## config.mk

```make
export PLATFORM = sky130hd
export DESIGN_NAME = imem_loader_flat
export DESIGN_NICKNAME = d
export VERILOG_FILES = /design/src/rtl/imem_loader_if.sv /design/src/rtl/imem_loader.sv /design/src/flat_wrapper.sv
export SDC_FILE = /design/constraint.sdc
export NUM_CORES = 1
export LEC_CHECK = 0
export CAP_MARGIN = 20
export CORE_MARGIN = 5
export CORE_UTILIZATION = 30
export DETAILED_ROUTE_END_ITERATION = 12
export PLACE_DENSITY_LB_ADDON = 0.05
export SLEW_MARGIN = 20
export SYNTH_ARGS = -nofsm -noshare
export SYNTH_HDL_FRONTEND = slang
export SYNTH_SLANG_ARGS = --single-unit
```

## constraint.sdc

```tcl
create_clock -name clk -period 1.9 [get_ports clk]
set_input_delay 0.19 -clock clk [delete_from_list [all_inputs] [get_ports clk]]
set_output_delay 0.19 -clock clk [all_outputs]
set_load 0.01 [all_outputs]
```

## src/rtl/imem_loader_if.sv

```systemverilog
// imem_loader_if: program word stream into the loader and byte write bus out to instruction memory
interface imem_loader_if #(parameter int ADDR_W = 8);
  logic [31:0] word_in;
  logic word_valid;
  logic word_last;
  logic word_ready;
  logic mem_we;
  logic [ADDR_W-1:0] mem_addr;
  logic [7:0] mem_data;
  modport master (output word_in, word_valid, word_last, input word_ready, mem_we, mem_addr, mem_data);
  modport slave (input word_in, word_valid, word_last, output word_ready, mem_we, mem_addr, mem_data);
endinterface

```

## src/rtl/imem_loader.sv

```systemverilog
// imem_loader: splits 32-bit program words into big-endian byte writes and holds cpu_R until loaded
module imem_loader #(
  parameter int ADDR_W = 8,
  parameter int CNT_W = 7
) (
  input  logic clk,
  input  logic R,
  input  logic start,
  input  logic [ADDR_W-1:0] start_addr,
  imem_loader_if.slave bus,
  output logic cpu_R,
  output logic busy,
  output logic done,
  output logic overflow,
  output logic [CNT_W-1:0] word_count
);
  localparam logic [2:0] IDLE = 3'd0;
  localparam logic [2:0] WAIT = 3'd1;
  localparam logic [2:0] WRITE = 3'd2;
  localparam logic [2:0] DONE = 3'd3;
  localparam logic [2:0] OVF = 3'd4;
  logic [2:0] state_q, state_d;
  logic [ADDR_W-1:0] ptr_q, ptr_d, mem_addr_q, mem_addr_d;
  logic [1:0] idx_q, idx_d;
  logic [31:0] word_q, word_d;
  logic last_q, last_d, mem_we_q, mem_we_d, cpu_r_q, cpu_r_d;
  logic [7:0] mem_data_q, mem_data_d;
  logic [CNT_W-1:0] cnt_q, cnt_d;
  // word_q is shifted left each byte so the next byte to write is always word_q[31:24]
  always_comb begin
    state_d = state_q;
    ptr_d = ptr_q;
    idx_d = idx_q;
    word_d = word_q;
    last_d = last_q;
    cnt_d = cnt_q;
    mem_we_d = 1'b0;
    mem_addr_d = mem_addr_q;
    mem_data_d = mem_data_q;
    case (state_q)
      IDLE, DONE, OVF: if (start) begin
        state_d = WAIT;
        ptr_d = start_addr & ~ADDR_W'(3);
        cnt_d = '0;
      end
      WAIT: if (bus.word_valid) begin
        state_d = WRITE;
        idx_d = 2'd0;
        last_d = bus.word_last;
        word_d = {bus.word_in[23:0], 8'h00};
        mem_we_d = 1'b1;
        mem_addr_d = ptr_q;
        mem_data_d = bus.word_in[31:24];
      end
      WRITE: if (idx_q != 2'd3) begin
        idx_d = idx_q + 2'd1;
        word_d = {word_q[23:0], 8'h00};
        mem_we_d = 1'b1;
        mem_addr_d = mem_addr_q + ADDR_W'(1);
        mem_data_d = word_q[31:24];
      end else begin
        ptr_d = ptr_q + ADDR_W'(4);
        cnt_d = &cnt_q ? cnt_q : cnt_q + CNT_W'(1);
        state_d = last_q ? DONE : ~|ptr_d ? OVF : WAIT;
      end
      default: state_d = IDLE;
    endcase
    cpu_r_d = state_d != DONE;
  end
  always_ff @(posedge clk) begin
    if (R) begin
      state_q <= IDLE;
      ptr_q <= '0;
      idx_q <= '0;
      word_q <= '0;
      last_q <= 1'b0;
      cnt_q <= '0;
      mem_we_q <= 1'b0;
      mem_addr_q <= '0;
      mem_data_q <= '0;
      cpu_r_q <= 1'b1;
    end else begin
      state_q <= state_d;
      ptr_q <= ptr_d;
      idx_q <= idx_d;
      word_q <= word_d;
      last_q <= last_d;
      cnt_q <= cnt_d;
      mem_we_q <= mem_we_d;
      mem_addr_q <= mem_addr_d;
      mem_data_q <= mem_data_d;
      cpu_r_q <= cpu_r_d;
    end
  end
  assign bus.word_ready = state_q == WAIT;
  assign bus.mem_we = mem_we_q;
  assign bus.mem_addr = mem_addr_q;
  assign bus.mem_data = mem_data_q;
  assign cpu_R = cpu_r_q;
  assign busy = state_q == WAIT || state_q == WRITE;
  assign done = state_q == DONE;
  assign overflow = state_q == OVF;
  assign word_count = cnt_q;
endmodule

```

## src/flat_wrapper.sv

```systemverilog
// flat-port wrapper written by rule: the top's interface ports become plain ports
module imem_loader_flat 
#(
  parameter int ADDR_W = 8,
  parameter int CNT_W = 7
)
  (clk, R, start, start_addr, cpu_R, busy, done, overflow, word_count, bus_word_in, bus_word_valid, bus_word_last, bus_word_ready, bus_mem_we, bus_mem_addr, bus_mem_data);
  imem_loader_if #(.ADDR_W(ADDR_W)) bus_i ();
  input  logic clk;
  input  logic R;
  input  logic start;
  input  logic [ADDR_W-1:0] start_addr;
  output logic cpu_R;
  output logic busy;
  output logic done;
  output logic overflow;
  output logic [CNT_W-1:0] word_count;
  input wire logic [$bits(bus_i.word_in)-1:0] bus_word_in;
  input wire logic [$bits(bus_i.word_valid)-1:0] bus_word_valid;
  input wire logic [$bits(bus_i.word_last)-1:0] bus_word_last;
  output wire logic [$bits(bus_i.word_ready)-1:0] bus_word_ready;
  output wire logic [$bits(bus_i.mem_we)-1:0] bus_mem_we;
  output wire logic [$bits(bus_i.mem_addr)-1:0] bus_mem_addr;
  output wire logic [$bits(bus_i.mem_data)-1:0] bus_mem_data;
  assign bus_i.word_in = bus_word_in;
  assign bus_i.word_valid = bus_word_valid;
  assign bus_i.word_last = bus_word_last;
  assign bus_word_ready = bus_i.word_ready;
  assign bus_mem_we = bus_i.mem_we;
  assign bus_mem_addr = bus_i.mem_addr;
  assign bus_mem_data = bus_i.mem_data;
  imem_loader #(.ADDR_W(ADDR_W), .CNT_W(CNT_W)) u_core (.clk(clk), .R(R), .start(start), .start_addr(start_addr), .bus(bus_i), .cpu_R(cpu_R), .busy(busy), .done(done), .overflow(overflow), .word_count(word_count));
endmodule
```

==> flow_summary.toml <==
[drt]
vias = 2912
avgRoutedWirePerCell_um = 14.4
drc = 0
ant_nets = 0
routed_wl_mm = 8.46
drt_iter0_markers = 138
via_per_inst = 4.95
dr.pass1.iters = 4

[setup_path]
cp-start-kind = "register"
crit_slowest_cell = "clkdlybuf4s50_1"
rr_endpoint = "u_core.word_q[27]$_SDFFE_PP0P_"
cp_max_fo = 8
crit_family = "buffers and inverters"
cp-end-kind = "output port"
crit_chain = "buf_4 -> nor2_2 -> and2_1 -> clkdlybuf4s50_1"
critical_path_buf_inv_count = 2
cp.arrival_ns = 1.64
r2r_start = "u_core.idx_q[0]$_SDFFE_PP0P_"
ff2ff_setup_slack_ns = 0.17
crit_required_ns = 1.71
path_class = "register to output port"
cpPeakStageDelay_ns = 0.53
ff2ff_path_depth = 6

[clocking]
tritoncts = "yes"
clock-sinks = 61
ctsRootBufferMaster = "clkbuf_8"
cts_buffer_depth = 2
cts_hold_buf = 0
htree_levels = 3
path_clk_slew_ns = 0.07
insertion_delay_ns = 0.34
cts_made_buffers = 9

[logic_synthesis]
yosys.area.top_type_share_pct = 41.2
synth_area_leaders = "dfxtp_1, nand2_1, a311oi_1"
yosys_warnings = 0
synth_compound_area_share_pct = 21.1
synth_area_um2 = 2960
synth-seq-area-share_pct = 41.2
synthCells = 381
yosysUniqueCellTypes = 48
ys.flop_type = "dfxtp_1"
synth_xor_area_share_pct = 1.77
ys_ff_latch = 61
synth_top_area_cell = "dfxtp_1"
postSynthAreaPerCell_um2 = 7.78
async_flop_share_pct = 0
yosys.area_share.simple_pct = 28.4
synthMuxAreaShare_pct = 0.338
synth_edf_count = 0
synthAdderAreaFrac_pct = 2.11
syn_nets = 431
synth_top_family_by_area = "simple AND/OR/NAND/NOR gates"

[placed_design]
placed_cells = 570
gp_congestion = 0.780
dpl.hpwl_mm = 5.65
portBuffers = 71

[flow_run]
maxCapViolations = 0

[final_layout]
drive_gt1_share_pct = 9.89
final_nets = 500
final_cells = 588
final_common_cell = "nand2_1"
antenna_cells = 0
final_cell_mix = "nand2_1, clkdlybuf4s50_1, dfxtp_1"
area_growth_pct = 38.5

[floorplanning]
initial_utilization_pct = 30.6
fp.dieW_um = 109
die_y_um = 109
core_area_um2 = 9680
die_area_um2 = 12000
fp-row-count = 36
ios = 74

[power_and_ir_drop]
power-per-cell-area_nw_per_um2 = 809
p_int_mw = 2.40
p_sw_share_pct = 27.8
p_seq_share_pct = 43.1
p_sw_uw = 922
p_clk_share_pct = 39.7
vdd_ir_drop_max_mv = 0.377
p_leak_nw = 1.46
pwr-share-comb_pct = 17.2

[min_path]
hold_path.class = "input port to register"
holdPathStages = 2
hold_end = "u_core.ptr_q[2]$_SDFFE_PP0P_"
hp-start = "R"

[grt]
grt_usage_pct = 13.8
grt_max_degree = 49
grt_overflow = 0
grt_pass1_vias = 2604
antenna_found_initial = 0
grt_pass1_wl_mm = 12.9

[timing]
clock.fmax_ghz = 0.546
finalHoldViolCount = 0
grt_setup_unrepaired = "false"
fin_crit_ns = 1.83
finalMaxSlewViolations = 0
fin_tns_setup_ns = 0
worst_pin_slew_ns = 0.426
min_period_over_period_pct = 96.4
fin_worst_skew_ns = 0.0138
slew_headroom_pct = 71.6
setup_viol = 0

[status]
status = "completed"
[logic make-up (layout without fill, tap and decap cells)]
logic type                 Yosys count  in the layout
and+or+nand+nor                    185            185
adders and majority gates            5              5
muxes                                1              1
DFF                                 61             61
xor gates and xnor gates             6              6
buffers and inverters               32            106
AOI/OAI and AO/OA                   91             91
[power by group through the flow]
| stage | registers [mW] | clock network (mW) | logic (mW) |
|---|---|---|---|
| after floorplan | 1.45 | 0 | 0.311 |
| after global placement | 1.46 | 0 | 0.554 |
| after detailed placement | 1.46 | 0 | 0.557 |
| after CTS | 1.43 | 1.35 | 0.558 |
| after global routing | 1.44 | 1.41 | 0.635 |
| final | 1.43 | 1.32 | 0.571 |
[how the worst max path moves through the flow]
stage | from | end | slack (ns) | cells after the start
6_report | u_core.state_q[1]$_SDFF_PP0_ | overflow | 0.07 | 4
2_1_floorplan | u_core.idx_q[0]$_SDFFE_PP0P_ | u_core.bus.mem_addr[4]$_SDFFE_PP0P_ | 0.14 | 8
5_1_grt | u_core.state_q[1]$_SDFF_PP0_ | overflow | 0.004 | 4
3_5_place_dp | start | u_core.ptr_q[2]$_SDFFE_PP0P_ | 0.04 | 5
4_1_cts | u_core.state_q[0]$_SDFF_PP0_ | done | 0.01 | 3
3_3_place_gp | start | u_core.ptr_q[2]$_SDFFE_PP0P_ | 0.06 | 5
[routing by layer]
| metal | up-vias | routed length [µm] | GRT usage, % |
|---|---|---|---|
| li1 | 1478 | - | - |
| met1 | 1349 | 3940 | 18.0 |
| met2 | 71 | 3920 | 21.8 |
| met3 | 14 | 420 | 2.94 |
| met4 | 0 | 169 | 6.14 |
| met5 | - | 0 | 0 |
[cells in the mapped netlist (all sizes together) (2+ instances only)]
master,instances
xnor2,4
nor2,48
a211oi,4
or3b,3
nand3,21
o21ai,12
nor2b,3
nand3b,6
clkbuf,9
nand4,3
xor2,2
inv,2
buf,21
or3,4
nand2b,6
a311oi,25
dfxtp,61
a21oi,31
ha,5
and2,3
nor3,3
nand2,80
o211ai,3
a21o,2
a31oi,4
[area by class of cell]
class	instances	area, µm²
Fill cell	1009	5580
Multi-Input combinational cell	288	1610
Sequential cell	61	1220
Timing Repair Buffer	88	876
Tap cell	133	166
Clock buffer	9	124
Clock inverter	7	97.6
Inverter	2	7.51
[flip-flops by register name, indices dropped and copies added, names as in the netlist]
signal and flops:
u_core.word_count 7, u_core.bus.mem_addr 8, u_core.ptr_q 6, u_core.last_q 1
u_core.idx_q 2, u_core.bus.mem_we 1, u_core.word_q 24, u_core.cpu_R 1
u_core.state_q 3, u_core.bus.mem_data 8
[repair_timing]
action	in CTS	in global routing
resized for setup	5	3
cloned	0	1
setup buffers	0	1
setup endpoints to repair	4	14
pin swaps	0	1
[stage by stage]
stage | setup slack, ns | power, mW | hold slack, ns | area [µm²] | util [%]
2_1_floorplan | 0.138 | 1.76 | 0.326 | 2960 | -
3_3_place_gp | 0.0611 | 2.01 | 0.452 | 3840 | 39.7
3_5_place_dp | 0.0430 | 2.02 | 0.460 | 3840 | 39.7
4_1_cts | 0.00968 | 3.34 | 0.174 | 4070 | 42.0
5_1_grt | 0.00416 | 3.49 | 0.170 | 4100 | 42.4
6_report | 0.0681 | 3.32 | 0.166 | 4100 | 42.4
(Power assumes the default switching activity.)
